$ cat src/rtl/mmio_master_if.sv
// Command/response handshake plus peripheral strobe bus for mmio_master.
// The master modport is the controller's view; slave is the requester/peripheral side.
interface mmio_master_if #(
  parameter int ADDR_W = 2,
  parameter int DATA_W = 16
);
  logic              i_cmd_valid;
  logic              o_cmd_ready;
  logic              i_cmd_we;
  logic [ADDR_W-1:0] i_cmd_addr;
  logic [DATA_W-1:0] i_cmd_wdata;

  logic              o_rsp_valid;
  logic              i_rsp_ready;
  logic [DATA_W-1:0] o_rsp_rdata;
  logic              o_rsp_err;

  logic              o_sel;
  logic              o_we;
  logic              o_re;
  logic [ADDR_W-1:0] o_addr;
  logic [DATA_W-1:0] o_wdata;
  logic [DATA_W-1:0] i_rdata;
  logic              i_rdy;

  modport master (
    input  i_cmd_valid, i_cmd_we, i_cmd_addr, i_cmd_wdata, i_rsp_ready, i_rdata, i_rdy,
    output o_cmd_ready, o_rsp_valid, o_rsp_rdata, o_rsp_err,
    output o_sel, o_we, o_re, o_addr, o_wdata
  );

  modport slave (
    output i_cmd_valid, i_cmd_we, i_cmd_addr, i_cmd_wdata, i_rsp_ready, i_rdata, i_rdy,
    input  o_cmd_ready, o_rsp_valid, o_rsp_rdata, o_rsp_err,
    input  o_sel, o_we, o_re, o_addr, o_wdata
  );
endinterface

$ cat src/rtl/mmio_master.sv
// Single-outstanding MMIO bus master: accepts a command, drives registered
// peripheral strobes until i_rdy or timeout, then holds the response until consumed.
module mmio_master #(
  parameter int ADDR_W  = 2,
  parameter int DATA_W  = 16,
  parameter int TIMEOUT = 15
) (
  input  logic          i_clk,
  input  logic          i_rst_n,
  mmio_master_if.master bus
);
  typedef enum logic [1:0] {IDLE, BUS, RESP} state_t;

  localparam logic [7:0] CNT_LAST = 8'(TIMEOUT - 1);

  state_t     state, state_next;
  logic [7:0] cnt;
  logic       accept, done_ok, done_to, consume;

  assign accept  = (state == IDLE) && bus.i_cmd_valid;
  assign done_ok = (state == BUS) && bus.i_rdy;
  // A ready peripheral on the last allowed cycle beats the timeout.
  assign done_to = (state == BUS) && !bus.i_rdy && (cnt == CNT_LAST);
  assign consume = (state == RESP) && bus.i_rsp_ready;

  assign bus.o_cmd_ready = (state == IDLE);
  assign bus.o_rsp_valid = (state == RESP);

  // NOTE: state and data registers use non-blocking assignments so every
  // flop samples pre-edge values regardless of statement order.
  always_ff @(posedge i_clk or negedge i_rst_n) begin
    if (!i_rst_n) state <= IDLE;
    else          state <= state_next;
  end

  // NOTE: next state defaults to the current state first, so no path through
  // the case leaves it unassigned and no latch is inferred.
  always_comb begin
    state_next = state;
    unique case (state)
      IDLE:    if (accept)             state_next = BUS;
      BUS:     if (done_ok || done_to) state_next = RESP;
      RESP:    if (consume)            state_next = IDLE;
      default:                         state_next = IDLE;
    endcase
  end

  // The registered bus outputs double as the latched command for the transaction.
  always_ff @(posedge i_clk or negedge i_rst_n) begin
    if (!i_rst_n) begin
      cnt             <= '0;
      bus.o_sel       <= 1'b0;
      bus.o_we        <= 1'b0;
      bus.o_re        <= 1'b0;
      bus.o_addr      <= '0;
      bus.o_wdata     <= '0;
      bus.o_rsp_rdata <= '0;
      bus.o_rsp_err   <= 1'b0;
    end else begin
      if (accept) begin
        cnt <= '0;
      end else if ((state == BUS) && !bus.i_rdy && (cnt != 8'hFF)) begin
        cnt <= cnt + 8'd1;
      end

      if (accept) begin
        bus.o_sel   <= 1'b1;
        bus.o_we    <= bus.i_cmd_we;
        bus.o_re    <= ~bus.i_cmd_we;
        bus.o_addr  <= bus.i_cmd_addr;
        bus.o_wdata <= bus.i_cmd_wdata;
      end else if (done_ok || done_to) begin
        bus.o_sel   <= 1'b0;
        bus.o_we    <= 1'b0;
        bus.o_re    <= 1'b0;
        bus.o_addr  <= '0;
        bus.o_wdata <= '0;
      end

      if (done_ok) begin
        bus.o_rsp_rdata <= bus.o_re ? bus.i_rdata : '0;
        bus.o_rsp_err   <= 1'b0;
      end else if (done_to) begin
        bus.o_rsp_rdata <= '0;
        bus.o_rsp_err   <= 1'b1;
      end
    end
  end
endmodule

$ cat src/flat_wrapper.sv
// flat-port wrapper written by rule: the top's interface ports become plain ports
module mmio_master_flat 
#(
  parameter int ADDR_W  = 2,
  parameter int DATA_W  = 16,
  parameter int TIMEOUT = 15
)
  (i_clk, i_rst_n, bus_i_cmd_valid, bus_i_cmd_we, bus_i_cmd_addr, bus_i_cmd_wdata, bus_i_rsp_ready, bus_i_rdata, bus_i_rdy, bus_o_cmd_ready, bus_o_rsp_valid, bus_o_rsp_rdata, bus_o_rsp_err, bus_o_sel, bus_o_we, bus_o_re, bus_o_addr, bus_o_wdata);
  mmio_master_if #(.ADDR_W(ADDR_W), .DATA_W(DATA_W)) bus_i ();
  input  logic i_clk;
  input  logic i_rst_n;
  input wire logic [$bits(bus_i.i_cmd_valid)-1:0] bus_i_cmd_valid;
  input wire logic [$bits(bus_i.i_cmd_we)-1:0] bus_i_cmd_we;
  input wire logic [$bits(bus_i.i_cmd_addr)-1:0] bus_i_cmd_addr;
  input wire logic [$bits(bus_i.i_cmd_wdata)-1:0] bus_i_cmd_wdata;
  input wire logic [$bits(bus_i.i_rsp_ready)-1:0] bus_i_rsp_ready;
  input wire logic [$bits(bus_i.i_rdata)-1:0] bus_i_rdata;
  input wire logic [$bits(bus_i.i_rdy)-1:0] bus_i_rdy;
  output wire logic [$bits(bus_i.o_cmd_ready)-1:0] bus_o_cmd_ready;
  output wire logic [$bits(bus_i.o_rsp_valid)-1:0] bus_o_rsp_valid;
  output wire logic [$bits(bus_i.o_rsp_rdata)-1:0] bus_o_rsp_rdata;
  output wire logic [$bits(bus_i.o_rsp_err)-1:0] bus_o_rsp_err;
  output wire logic [$bits(bus_i.o_sel)-1:0] bus_o_sel;
  output wire logic [$bits(bus_i.o_we)-1:0] bus_o_we;
  output wire logic [$bits(bus_i.o_re)-1:0] bus_o_re;
  output wire logic [$bits(bus_i.o_addr)-1:0] bus_o_addr;
  output wire logic [$bits(bus_i.o_wdata)-1:0] bus_o_wdata;
  assign bus_i.i_cmd_valid = bus_i_cmd_valid;
  assign bus_i.i_cmd_we = bus_i_cmd_we;
  assign bus_i.i_cmd_addr = bus_i_cmd_addr;
  assign bus_i.i_cmd_wdata = bus_i_cmd_wdata;
  assign bus_i.i_rsp_ready = bus_i_rsp_ready;
  assign bus_i.i_rdata = bus_i_rdata;
  assign bus_i.i_rdy = bus_i_rdy;
  assign bus_o_cmd_ready = bus_i.o_cmd_ready;
  assign bus_o_rsp_valid = bus_i.o_rsp_valid;
  assign bus_o_rsp_rdata = bus_i.o_rsp_rdata;
  assign bus_o_rsp_err = bus_i.o_rsp_err;
  assign bus_o_sel = bus_i.o_sel;
  assign bus_o_we = bus_i.o_we;
  assign bus_o_re = bus_i.o_re;
  assign bus_o_addr = bus_i.o_addr;
  assign bus_o_wdata = bus_i.o_wdata;
  mmio_master #(.ADDR_W(ADDR_W), .DATA_W(DATA_W), .TIMEOUT(TIMEOUT)) u_core (.i_clk(i_clk), .i_rst_n(i_rst_n), .bus(bus_i));
endmodule
$ cat config.mk
export PLATFORM = sky130hd
export DESIGN_NAME = mmio_master_flat
export DESIGN_NICKNAME = d
export VERILOG_FILES = /design/src/rtl/mmio_master_if.sv /design/src/rtl/mmio_master.sv /design/src/flat_wrapper.sv
export SDC_FILE = /design/constraint.sdc
export NUM_CORES = 1
export LEC_CHECK = 0
export ABC_CLOCK_PERIOD_IN_PS = 1800
export CAP_MARGIN = 20
export CORE_MARGIN = 3
export CORE_UTILIZATION = 40
export CTS_CLUSTER_DIAMETER = 100
export DETAILED_ROUTE_END_ITERATION = 16
export PLACE_DENSITY = 0.74
export SYNTH_ARGS = -nofsm -noshare
export SYNTH_HDL_FRONTEND = slang
export SYNTH_SLANG_ARGS = --single-unit
$ cat constraint.sdc
create_clock -name i_clk -period 1.8 [get_ports i_clk]
set_input_delay 0.36 -clock i_clk [delete_from_list [all_inputs] [get_ports i_clk]]
set_output_delay 0.36 -clock i_clk [all_outputs]
set_load 0.1 [all_outputs]
# Word-level counts from Yosys, hierarchy flattened
# Index checks and enable logic that the tools add are counted.
totals:
  regBits: 48
  inputBits: 40
op_classes:
  addsub: 1
  eq_ne: 7
  n_mux: 19
  bitwise: 1
  n_reduce_logical: 13
op_table:
  columns: ["operator", "n"]
  rows:
  - ["$mux 16", 5]
  - ["$mux 8", 2]
  - ["$mux 2", 5]
  - ["$add 8x1->8 const B", 1]
  - ["$eq 8x4->1 const B", 1]
  - ["$ne 8x8->1 const B", 1]
  - ["$logic_and 1x1->1", 6]
  - ["$mux 1", 6]
  - ["$ne 2x1->1 const B", 3]
  - ["$pmux 2 s3", 1]
  - ["$reduce_bool 2->1", 3]
  - ["$reduce_and 3->1", 1]
  - ["$eq 2x1->1 const B", 1]
  - ["$eq 2x2->1 const B", 1]
  - ["$logic_not 2->1", 1]
  - ["$logic_not 1->1", 1]
  - ["$logic_or 1x1->1", 1]
  - ["$not 1->1", 1]

# Longest topological paths before layout
logic_depth:
  depth_word: 6
  depth_mapped: 6
  depth_no_buf: 5

# Worst setup path before layout
# OpenSTA, ideal clock, no wires.
synth_path:
  path_kind: "reg-to-output"
  startpoint: "register u_core.state[0]"
  endpoint: "output port bus_o_cmd_ready"
  arrival_time_ps: 2007
  required_time_ps: 1440
  path_slack_ps: -567
  stages_incl_launch_ff: 4
  n_path_buf: 2
  path_cell_list: "dfrtp_1 -> buf_2 -> clkbuf_1 -> nor2_1"
synth_via:
  elab_chain_cells: 1
synth_lines:
  columns: ["item", "line_no", "rtl"]
  rows:
  - ["start: declaration", "mmio_master.sv:16", "state_t state, state_next;"]
  - ["start signal: assignment", "mmio_master.sv:33", "else state <= state_next;"]
  - ["$logic_not 2->1", "mmio_master.sv:26", "assign bus.o_cmd_ready = (state == IDLE);"]
  - ["end: declaration", "flat_wrapper.sv:19", "output wire logic [$bits(bus_i.o_cmd_ready)-1:0] bus_o_cmd_ready;"]
# Every way passes these cells.

# Worst setup path in the final report
layout_path:
  startpoint: "register u_core.cnt[1]"
  endpoint: "register u_core.bus.o_rsp_rdata[15]"
layout_via:
  elab_chain_cells: 3
layout_lines:
  columns: ["item", "line_no", "rtl"]
  rows:
  - ["start: declaration", "mmio_master.sv:17", "logic [7:0] cnt;"]
  - ["start signal: assignment", "mmio_master.sv:63", "cnt <= cnt + 8'd1;"]
  - ["$eq 8x4->1", "mmio_master.sv:23", "assign done_to = (state == BUS) && !bus.i_rdy && (cnt == CNT_LAST);"]
  - ["$logic_and 1x1->1", "mmio_master.sv:23", null]
  - ["$reduce_bool 2->1 (no line)", null, null]
  - ["end signal: assignment", "mmio_master.sv:81", "bus.o_rsp_rdata <= bus.o_re ? bus.i_rdata : '0;"]
  - ["end: declaration", "mmio_master_if.sv:28", "output o_cmd_ready, o_rsp_valid, o_rsp_rdata, o_rsp_err,"]
# Every way passes these cells.
# A chain may end at the register's enable or synchronous reset.

==> Implementation_results.wiki <==
{| class="wikitable"
! Metric !! Value
|-
| TritonCTS clock tree || yes
|-
| Nets || 381
|-
| Quantity of gates resized following cts || 0
|-
| Combined flip-flop and latch cell area || 1200 sq um
|-
| Post-CTS setup buffer count || 0
|-
| Synth Register Bits || 48
|-
| Worst Setup Path Type || register to register
|-
| Syn Nets || 299
|-
| Final min period || 1.70 ns
|-
| Top cell type's share of synthesized area || 44.6%
|-
| H-tree lvl count || 2
|-
| Maximum number of buffers from clock root to sink || 2
|-
| First-pass iteration count of the detailed router || 5
|-
| Number of vias per cell || 5.55
|-
| Signal arrival time at the worst endpoint || 1.89 ns
|-
| Number of distinct library cell variants in the gate-level netlist after synthesis || 41
|-
| Number of vias after detailed routing || 2314
|-
| Tot GR Track Use || 18.1%
|-
| I/O pin cnt || 80
|-
| Starting Density || 41.9%
|-
| Most used cells in the layout excluding fill and tap cells || sky130_fd_sc_hd__dfrtp_1, sky130_fd_sc_hd__buf_12, sky130_fd_sc_hd__clkdlybuf4s50_1
|-
| Share of synthesized area occupied by flip-flops and latches || 44.6%
|-
| Number of endpoints with negative hold slack in the final report || 0
|-
| Worst slew pin tran || 0.563 ns
|-
| Number of antenna violations at the first check in global routing || 0
|-
| Post-DR wirelength/cell || 15.9 um
|-
| Routed WL || 6.64 mm
|-
| Core Rows || 29
|-
| Maximum capacitance violations || 0
|-
| Maximum number of pins on one net before global-route repair || 46
|-
| Multi-input combinational cell area || 1400 sq um
|-
| Area added between synthesis and finish || 55.0%
|-
| Global-route wire length before repair || 11.0 mm
|-
| Number of fill cells || 490
|-
| Slew HR || 62.4%
|-
| Setup repair after global routing missed its margin || no
|-
| Finish-stage setup viols || 0
|-
| Remaining routing DRC violations || 0
|-
| Ratio of cells with drive above 1 in the final layout || 22.1%
|-
| Hold Path Class || input port to async pin
|-
| Diodes inserted || 0
|-
| Vias in the first global route || 2311
|-
| Final worst slack || 0.0994 ns
|-
| Number of sinks driven by the clock tree || 48
|-
| Fin crit share || 94.5%
|-
| Drt first-iter violations || 133
|-
| Worst-case setup slack after placement || -0.220 ns
|-
| Crit end category || register
|-
| Required time at the worst-slack endpoint || 1.99 ns
|-
| Height of the die || 88.0 um
|-
| Dominant cell type by area after synthesis || sky130_fd_sc_hd__dfrtp_1
|-
| Number of max-slew violations in the final report || 0
|-
| Maximum achievable frequency || 588 MHz
|-
| Synthesized netlist cell count || 257
|-
| Width of the chip || 88.0 um
|-
| Die outline area || 7750 sq um
|-
| Startpoint type of the worst setup path || register
|-
| # port buffers || 79
|-
| Post-route clock skew || 0.00857 ns
|-
| Std-Cell Core Area || 6420 sq um
|-
| Most common cell after layout, fill and taps aside || sky130_fd_sc_hd__dfrtp_1
|-
| Root Buffer || sky130_fd_sc_hd__clkbuf_8
|-
| Clock transition at the register clock pins on the worst setup and hold paths after CTS || 0.09 ns
|-
| Max FO, Critical Path || 18
|-
| Run status || finished, final reports clean
|-
| Cell area after technology mapping || 2690 sq um
|-
| Total clock buffers created by CTS || 5
|-
| Clock latency on the worst-skew pair || 0.31 ns
|-
| DPL Wire Length || 4.81 mm
|-
| Weighted congestion at the end of routability-driven global placement || 0.914
|-
| Grt total ovfl || 0
|-
| Number of hold-repair buffers added at the cts stage || 0
|-
| Number of synthesis warnings || 0
|-
| Biggest area contributors in the synthesized netlist || sky130_fd_sc_hd__dfrtp_1, sky130_fd_sc_hd__and2_1, sky130_fd_sc_hd__a211o_1, sky130_fd_sc_hd__a221o_1, sky130_fd_sc_hd__nand3b_1
|-
| Antenna-violating nets left || 0
|-
| Average size of a mapped cell || 10.5 sq um
|}
-- final cells by class --
| type | instances | area share [%] |
|---|---|---|
| clock buffer | 7 | 2.31 |
| tap | 77 | 2.31 |
| inverter | 2 | 0.180 |
| sequential | 48 | 28.8 |
| clock inverter | 1 | 0.720 |
| multi-input combinational | 187 | 33.5 |
| timing repair buffer | 95 | 32.2 |
-- state kept, by name, indices dropped and copies added (netlist names) --
register	flops
u_core.bus.o_we	1
u_core.bus.o_sel	1
u_core.bus.o_re	1
u_core.bus.o_rsp_rdata	16
u_core.bus.o_rsp_err	1
u_core.bus.o_addr	2
u_core.cnt	8
u_core.state	2
u_core.bus.o_wdata	16
-- logic make-up (layout without fill, tap and decap cells) --
| kind of cell | count (synthesis) | count (layout) | share of synthesized area, % |
|---|---|---|---|
| and+or+nand+nor | 109 | 109 | 27.3 |
| AOI/OAI and AO/OA | 72 | 72 | 22.0 |
| DFF | 48 | 48 | 44.6 |
| buffers and inverters | 22 | 105 | 3.67 |
| muxes | 4 | 4 | 1.49 |
| adders and majority gates | 2 | 2 | 0.930 |
-- final timing paths --
check | slack, ns | endpoint | cells after the start | from
setup / recovery | 0.1 | u_core.bus.o_rsp_rdata[15] | 5 | u_core.cnt[1]
hold / removal | 0.01 | u_core.cnt[3] | 1 | i_rst_n
setup reg to reg | 0.1 | u_core.bus.o_rsp_rdata[15] | 5 | u_core.cnt[1]
hold reg to reg | 0.57 | u_core.cnt[3] | 1 | u_core.cnt[3]
max in group asynchronous | 1.29 | u_core.bus.o_wdata[1] | 2 | i_rst_n
min in group i_clk | 0.57 | u_core.cnt[3] | 1 | u_core.cnt[3]
-- cell usage after synthesis --
cell,instances
sky130_fd_sc_hd__a2111oi_4,1
sky130_fd_sc_hd__a211o_1,20
sky130_fd_sc_hd__a211oi_2,1
sky130_fd_sc_hd__a21o_1,2
sky130_fd_sc_hd__a21oi_1,23
sky130_fd_sc_hd__a21oi_4,2
sky130_fd_sc_hd__a221o_1,15
sky130_fd_sc_hd__a311o_1,1
sky130_fd_sc_hd__a311oi_1,1
sky130_fd_sc_hd__a31oi_1,2
sky130_fd_sc_hd__a41oi_1,1
sky130_fd_sc_hd__and2_0,1
sky130_fd_sc_hd__and2_1,35
sky130_fd_sc_hd__and3_1,2
sky130_fd_sc_hd__and4_1,1
sky130_fd_sc_hd__and4bb_4,1
sky130_fd_sc_hd__buf_2,7
sky130_fd_sc_hd__buf_6,1
sky130_fd_sc_hd__clkbuf_1,12
sky130_fd_sc_hd__dfrtp_1,48
sky130_fd_sc_hd__ha_1,2
sky130_fd_sc_hd__inv_1,2
sky130_fd_sc_hd__mux2i_1,4
sky130_fd_sc_hd__nand2_1,6
sky130_fd_sc_hd__nand2b_1,22
sky130_fd_sc_hd__nand2b_4,1
sky130_fd_sc_hd__nand3_1,3
sky130_fd_sc_hd__nand3b_1,20
sky130_fd_sc_hd__nand4bb_1,1
sky130_fd_sc_hd__nor2_1,2
sky130_fd_sc_hd__nor2b_1,2
sky130_fd_sc_hd__nor3_1,2
sky130_fd_sc_hd__nor3b_1,2
sky130_fd_sc_hd__nor3b_4,1
sky130_fd_sc_hd__nor4_1,1
sky130_fd_sc_hd__nor4b_1,2
sky130_fd_sc_hd__o211a_1,1
sky130_fd_sc_hd__o21ai_1,1
sky130_fd_sc_hd__o22a_1,1
sky130_fd_sc_hd__or3b_1,3
sky130_fd_sc_hd__or4_1,1
-- worst max-delay path, stage by stage (launching register included) --
cell                      delay, ns
sky130_fd_sc_hd__dfrtp_1       0.42
sky130_fd_sc_hd__ha_1          0.19
sky130_fd_sc_hd__nor3b_4       0.33
sky130_fd_sc_hd__a21oi_4       0.11
sky130_fd_sc_hd__buf_12        0.17
sky130_fd_sc_hd__a221o_1       0.35
-- metal layers --
layer / global-route usage (%) / routed length [um] / up-vias
li1: - / - / 1105
met1: 23.7 / 2930 / 1141
met2: 29.9 / 3260 / 61
met3: 4.80 / 386 / 7
met4: 4.26 / 57 / 0
met5: 0 / 0 / -
-- through the flow --
stage	area [sq um]	util [%]	std cells	hold slack, ns	setup TNS [ns]
after floorplan	2700	-	257	0.0644	-0.113
after global placement	4050	63.0	409	0.357	-4.60
after detailed placement	4050	63.0	409	0.360	-5.73
after CTS	4170	65.0	417	0.0250	0
after global routing	4170	65.0	417	0.0448	0
final	4170	65.0	417	0.0129	0
Power is left out: the tool's default activity adds up to more than one toggle a clock period on the data nets, which glitch-free logic cannot reach.
